<file path="config.mk">
export PLATFORM = sky130hd
export DESIGN_NAME = mac_seq_ctrl
export DESIGN_NICKNAME = d
export VERILOG_FILES = /design/src/rtl/mac_pkg.sv /design/src/rtl/mac_seq_addr_gen.sv /design/src/rtl/mac_seq_ctrl.sv
export SDC_FILE = /design/constraint.sdc
export NUM_CORES = 1
export LEC_CHECK = 0
export CORE_MARGIN = 2
export CORE_UTILIZATION = 41
export DETAILED_ROUTE_END_ITERATION = 6
export PLACE_DENSITY = 0.74
export SYNTH_ARGS = -nofsm -noshare
export SYNTH_HDL_FRONTEND = slang
export SYNTH_HIERARCHICAL = 1
export SYNTH_SLANG_ARGS = --single-unit
</file>
<file path="constraint.sdc">
create_clock -name clk -period 2.4 [get_ports clk]
set_clock_uncertainty 0.2 [all_clocks]
set_input_delay 0.48 -clock clk [delete_from_list [all_inputs] [get_ports clk]]
set_output_delay 0.48 -clock clk [all_outputs]
set_load 0.02 [all_outputs]
</file>
<file path="src/rtl/mac_pkg.sv">
// ---------------------------------------------------------------------------
// mac_pkg: shared FSM state type and default widths for the MAC sequencer.
// Revision: 1.0
// ---------------------------------------------------------------------------
`default_nettype none

package mac_pkg;

    localparam int MAC_DATA_W = 16;
    localparam int MAC_ACC_W  = 32;
    localparam int MAC_ADDR_W = 8;
    localparam int MAC_LEN_W  = 9;

    typedef enum logic [2:0] {
        IDLE  = 3'd0,
        CLEAR = 3'd1,
        ISSUE = 3'd2,
        DRAIN = 3'd3,
        DONE  = 3'd4
    } state_t;

endpackage

`default_nettype wire

</file>
<file path="src/rtl/mac_seq_addr_gen.sv">
// ---------------------------------------------------------------------------
// mac_seq_addr_gen: element counter and wrapping A/B operand address generator.
// Revision: 1.0
// ---------------------------------------------------------------------------
`default_nettype none

module mac_seq_addr_gen
    import mac_pkg::*;
#(
    parameter int ADDR_W = MAC_ADDR_W,
    parameter int LEN_W  = MAC_LEN_W
) (
    input  logic              clk,
    input  logic              reset,
    input  logic              clear,
    input  logic              step,
    input  logic [ADDR_W-1:0] base_a,
    input  logic [ADDR_W-1:0] base_b,
    input  logic [LEN_W-1:0]  len,
    output logic [ADDR_W-1:0] addr_a,
    output logic [ADDR_W-1:0] addr_b,
    output logic              last
);

    logic [LEN_W-1:0] idx;

    always_ff @(posedge clk) begin
        if (reset || clear) begin
            idx <= '0;
        end else if (step) begin
            idx <= idx + LEN_W'(1);
        end
    end

    // Truncation to ADDR_W gives the modulo-2^ADDR_W wrap for free.
    assign addr_a = base_a + ADDR_W'(idx);
    assign addr_b = base_b + ADDR_W'(idx);
    assign last   = (idx == len - LEN_W'(1));

endmodule

`default_nettype wire

</file>
<file path="src/rtl/mac_seq_ctrl.sv">
// ---------------------------------------------------------------------------
// mac_seq_ctrl: dot-product sequencer feeding an external MAC from a buffer.
// Revision: 1.0
// ---------------------------------------------------------------------------
`default_nettype none

module mac_seq_ctrl
    import mac_pkg::*;
#(
    parameter int DATA_W = MAC_DATA_W,
    parameter int ACC_W  = MAC_ACC_W,
    parameter int ADDR_W = MAC_ADDR_W,
    parameter int LEN_W  = MAC_LEN_W
) (
    input  logic              clk,
    input  logic              reset,
    input  logic              cmd_valid,
    output logic              cmd_ready,
    input  logic [ADDR_W-1:0] cmd_base_a,
    input  logic [ADDR_W-1:0] cmd_base_b,
    input  logic [LEN_W-1:0]  cmd_len,
    output logic              mem_rd_en,
    output logic [ADDR_W-1:0] mem_addr_a,
    output logic [ADDR_W-1:0] mem_addr_b,
    input  logic [DATA_W-1:0] mem_rd_data_a,
    input  logic [DATA_W-1:0] mem_rd_data_b,
    output logic              mac_clr,
    output logic [DATA_W-1:0] mac_a,
    output logic [DATA_W-1:0] mac_b,
    output logic              mac_valid_in,
    input  logic [ACC_W-1:0]  mac_result,
    input  logic              mac_valid_out,
    output logic              res_valid,
    input  logic              res_ready,
    output logic [ACC_W-1:0]  res_data,
    output logic              busy
);

    state_t            state;
    state_t            state_next;
    logic [ADDR_W-1:0] base_a;
    logic [ADDR_W-1:0] base_b;
    logic [LEN_W-1:0]  len;
    logic [LEN_W-1:0]  done_cnt;
    logic              rd_en_d;
    logic [ACC_W-1:0]  res_q;

    logic              ready_c;
    logic              rd_en_c;
    logic              clr_c;
    logic              res_valid_c;
    logic              done_hit;
    logic              last;
    logic [ADDR_W-1:0] addr_a;
    logic [ADDR_W-1:0] addr_b;

    mac_seq_addr_gen #(
        .ADDR_W (ADDR_W),
        .LEN_W  (LEN_W)
    ) u_addr_gen (
        .clk    (clk),
        .reset  (reset),
        .clear  (clr_c),
        .step   (rd_en_c),
        .base_a (base_a),
        .base_b (base_b),
        .len    (len),
        .addr_a (addr_a),
        .addr_b (addr_b),
        .last   (last)
    );

    // Final product lands when this pulse brings the count up to len.
    assign done_hit = mac_valid_out && ((done_cnt + LEN_W'(1)) == len);

    always_comb begin
        state_next  = state;
        ready_c     = 1'b0;
        rd_en_c     = 1'b0;
        clr_c       = 1'b0;
        res_valid_c = 1'b0;
        case (state)
            IDLE: begin
                ready_c = 1'b1;
                if (cmd_valid) begin
                    state_next = (cmd_len == '0) ? DONE : CLEAR;
                end
            end
            CLEAR: begin
                clr_c      = 1'b1;
                state_next = ISSUE;
            end
            ISSUE: begin
                rd_en_c = 1'b1;
                if (last) begin
                    state_next = DRAIN;
                end
            end
            DRAIN: begin
                if (done_hit) begin
                    state_next = DONE;
                end
            end
            DONE: begin
                res_valid_c = 1'b1;
                if (res_ready) begin
                    state_next = IDLE;
                end
            end
            default: state_next = IDLE;
        endcase
    end

    always_ff @(posedge clk) begin
        if (reset) begin
            state    <= IDLE;
            base_a   <= '0;
            base_b   <= '0;
            len      <= '0;
            done_cnt <= '0;
            rd_en_d  <= 1'b0;
            res_q    <= '0;
        end else begin
            state   <= state_next;
            rd_en_d <= rd_en_c;
            if (state == IDLE && cmd_valid) begin
                base_a <= cmd_base_a;
                base_b <= cmd_base_b;
                len    <= cmd_len;
                if (cmd_len == '0) begin
                    res_q <= '0;
                end
            end
            if (state == CLEAR) begin
                done_cnt <= '0;
            end else if ((state == ISSUE || state == DRAIN) && mac_valid_out) begin
                done_cnt <= done_cnt + LEN_W'(1);
            end
            if (state == DRAIN && done_hit) begin
                res_q <= mac_result;
            end
        end
    end

    // Outputs are forced quiet combinationally for as long as reset is held.
    assign cmd_ready    = ready_c & ~reset;
    assign mem_rd_en    = rd_en_c & ~reset;
    assign mem_addr_a   = mem_rd_en ? addr_a : '0;
    assign mem_addr_b   = mem_rd_en ? addr_b : '0;
    assign mac_clr      = clr_c & ~reset;
    assign mac_valid_in = rd_en_d & ~reset;
    assign mac_a        = mac_valid_in ? mem_rd_data_a : '0;
    assign mac_b        = mac_valid_in ? mem_rd_data_b : '0;
    assign res_valid    = res_valid_c & ~reset;
    assign res_data     = reset ? '0 : res_q;
    assign busy         = (state != IDLE) & ~reset;

endmodule

`default_nettype wire

</file>
==> results.yml <==
yosys:
  synth.distinct_cells: 54
  yosysTopAreaCell: "dfxtp_1"
  yosys_register_bits: 79
  synth_ff_type: "dfxtp_1"
  avgSynthCellArea_um2: 8.099
  synthMostInstantiatedCell: "nand2_1"
  ys_seq_area_frac: 0.3165
  synth.top_cell.area_share: 0.3165
  ys_top_cells_by_count: "nand2_1 (95), dfxtp_1 (79), and2_1 (49)"
  yosys-top-cells-area: "dfxtp_1 (32%), nand2_1 (7.1%), mux2i_1 (7.0%)"
  synthesis.area_um2: 4997
  syn_nets: 730
  synthArstFlopShare: 0
  synth_cells: 617
  synth-edff-count: 0
  yosysWarnings: 6
grt:
  grt_max_degree: 38
  antenna_found_initial: 0
  grtUsageTotal: 0.2466
  grt_pass1_vias: 5188
  grt_pass1_wl_um: 25470
  gr-total-overflow: 0
status:
  status: "complete, but fails checks"
  violations: "negative setup slack"
hold_path:
  hold_path_class: "flip-flop to flip-flop"
  holdPathStages: 2
  holdPathEnd: "base_a[7]"
  min-delay-start: "base_a[7]"
route:
  ant_nets: 0
  wire_per_inst_um: 16.78
  vias_per_cell: 5.296
  first_iter_violations: 237
  via_count: 5328
  drtPass1Iterations: 5
  drc_errors: 0
  finalWirelength_um: 16880
clock_network:
  cts_max_level: 3
  worstSkewPairLatency_ns: 0.34
  numClockSinks: 79
  cts_root_buffer: "clkbuf_16"
  clkTransAtPathRegs_ns: 0.06
  cts_buffers: 9
  cts_tree: "done"
  ctsLongestPathBuffers: 2
placement:
  dp_hpwl_um: 11700
  io_buffers: 179
  gp_congestion: 0.9217
  postPlaceCellArea_um2: 7331
worst_setup_path:
  r2r_cells: 7
  cpMostUsedCell: "o21a_1"
  cp.arrival_ns: 2.16
  r2r_slack_ns: -0.07
  critPathSlowestCell: "dfxtp_2"
  required_ns: 1.72
  end_kind: "primary output"
  crit_type: "flip-flop to primary output"
  cp_num_buf_inv: 3
  worstPathCellList: "ha_4 > inv_2 > fa_2 > nor2b_1 > o21a_1 > o21a_1 > buf_4 > nor2_1 > and2_1 > buf_6"
  r2r-end: "state[1]"
  critPathLaunchType: "flip-flop"
  max_stage_delay_ns: 0.37
  r2r-start: "done_cnt[1]"
  crit_fanout: 3
  cp_top_family: "adder cells"
power:
  power.leakage_nw: 3.498
  irDropWorstVdd_mv: 0.3841
  p_per_area_nw_per_um2: 485.4
layout:
  fillers: 903
  regArea_um2: 1622
  area_delta_synth_final_pct: 63.70
  n_antenna_cell: 0
  layout-drive-gt1-share: 0.2282
  multi_input_area_um2: 3478
  nNetsFinal: 967
  final_area_um2: 8180
floorplan:
  die_w_um: 114.4
  ios: 180
  std_cell_rows: 40
  die_area_um2: 13090
  start_util: 0.4178
  die_h_um: 114.4
  core_area_um2: 11960
sta:
  min_period_ns: 2.843
  rsz0062_at_grt: "yes"
  setup_viol: 17
  slew_headroom: 0.6796
  hold_viol: 0
  fmax_ghz: 0.3517
  slew_viol_final: 0
  hold_ws_ns: 0.2732
  setup_slack_ns: -0.4432
  tightest_slew_ns: 0.4792
  period_share: 1.185
run:
  maxCapViolations: 0
worst max path at each step:
stage	endpoint	slack [ns]	cells past startpoint	from
floorplan	res_q[0]	0.02	7	done_cnt[1]
global placement	mem_addr_b[6]	-0.54	9	u_addr_gen/idx[0]
detailed placement	mem_addr_b[6]	-0.61	9	base_b[0]
CTS	mem_addr_b[4]	-0.38	10	u_addr_gen/idx[0]
global route	mem_addr_b[4]	-0.50	10	u_addr_gen/idx[0]
finish	mem_addr_b[4]	-0.44	10	base_b[0]
kinds of logic after synthesis:
kind of cell / count (synthesis) / synth area share
AOI/OAI and AO/OA: 80 / 0.1017
xor gates and xnor gates: 41 / 0.07486
adders and majority gates: 19 / 0.05058
buffers and inverters: 55 / 0.05308
DFF: 79 / 0.3165
muxes: 36 / 0.07236
and+or+nand+nor: 307 / 0.3310
sequential cells by signal, indices dropped and copies added, names as in the netlist:
| name | flops |
|---|---|
| base_b | 8 |
| u_addr_gen/idx | 9 |
| base_a | 8 |
| state | 3 |
| rd_en_d | 1 |
| done_cnt | 9 |
| len | 9 |
| res_q | 32 |
worst min-delay path, cell delays in order, from the launching register on:
cell and delay [ns]:
dfxtp_1 0.32, nand2_1 0.05, a21oi_1 0.05
layout by cell type (no fill, tap or decap), types with 10 or more instances in the layout:
| cell | n |
|---|---|
| nand2_1 | 95 |
| clkdlybuf4s50_1 | 93 |
| dlygate4sd2_1 | 69 |
| buf_4 | 69 |
| dfxtp_1 | 59 |
| and2_1 | 44 |
| nor2b_1 | 39 |
| nand2b_1 | 38 |
| mux2i_1 | 35 |
| a21oi_1 | 34 |
| buf_6 | 24 |
| nor2_1 | 22 |
| xnor2_1 | 22 |
| xor2_1 | 15 |
| dfxtp_2 | 14 |
| ha_4 | 12 |
| clkbuf_16 | 10 |
metrics by stage:
stage	power (W)	std cells	util	TNS [ns]	setup slack [ns]
floorplan	0.001876	617	-	0	0.01785
global placement	0.002257	973	0.6129	-14.29	-0.5356
detailed placement	0.002284	973	0.6129	-16.05	-0.6135
CTS	0.003954	1001	0.6687	-4.255	-0.3750
global route	0.004126	1006	0.6839	-5.713	-0.5039
finish	0.003971	1006	0.6839	-3.486	-0.4432
final cells by class:
cell class	count	area share
clock inverters	6	0.01407
inverters	17	0.008106
clock buffers	10	0.02921
repair buffers	264	0.3027
flip-flops and latches	79	0.1982
well taps	147	0.02248
multi-input cells	483	0.4252
report_power, final:
| part | internal, W | switching [W] |
|---|---|---|
| logic | 0.000487 | 0.000444 |
| registers | 0.00136 | 0.0000577 |
| clock network | 0.00105 | 0.000568 |
timing repair:
| item | 4_1_cts | 5_1_grt |
|---|---|---|
| pin swaps | 43 | 32 |
| setup buffers | 9 | 6 |
| hold buffers | 0 | 0 |
| setup endpoints to repair | 119 | 52 |
| cloned | 3 | 0 |
| gates resized for setup | 209 | 41 |
per-layer routing:
metal | up-vias | wire length (µm) | track usage
li1 | 2548 | - | -
met1 | 2519 | 6523 | 0.2631
met2 | 224 | 8754 | 0.4627
met3 | 37 | 1156 | 0.05347
met4 | 0 | 446 | 0.1081
met5 | - | 0 | 0
Note: power is estimated with default switching activity, not from simulation.
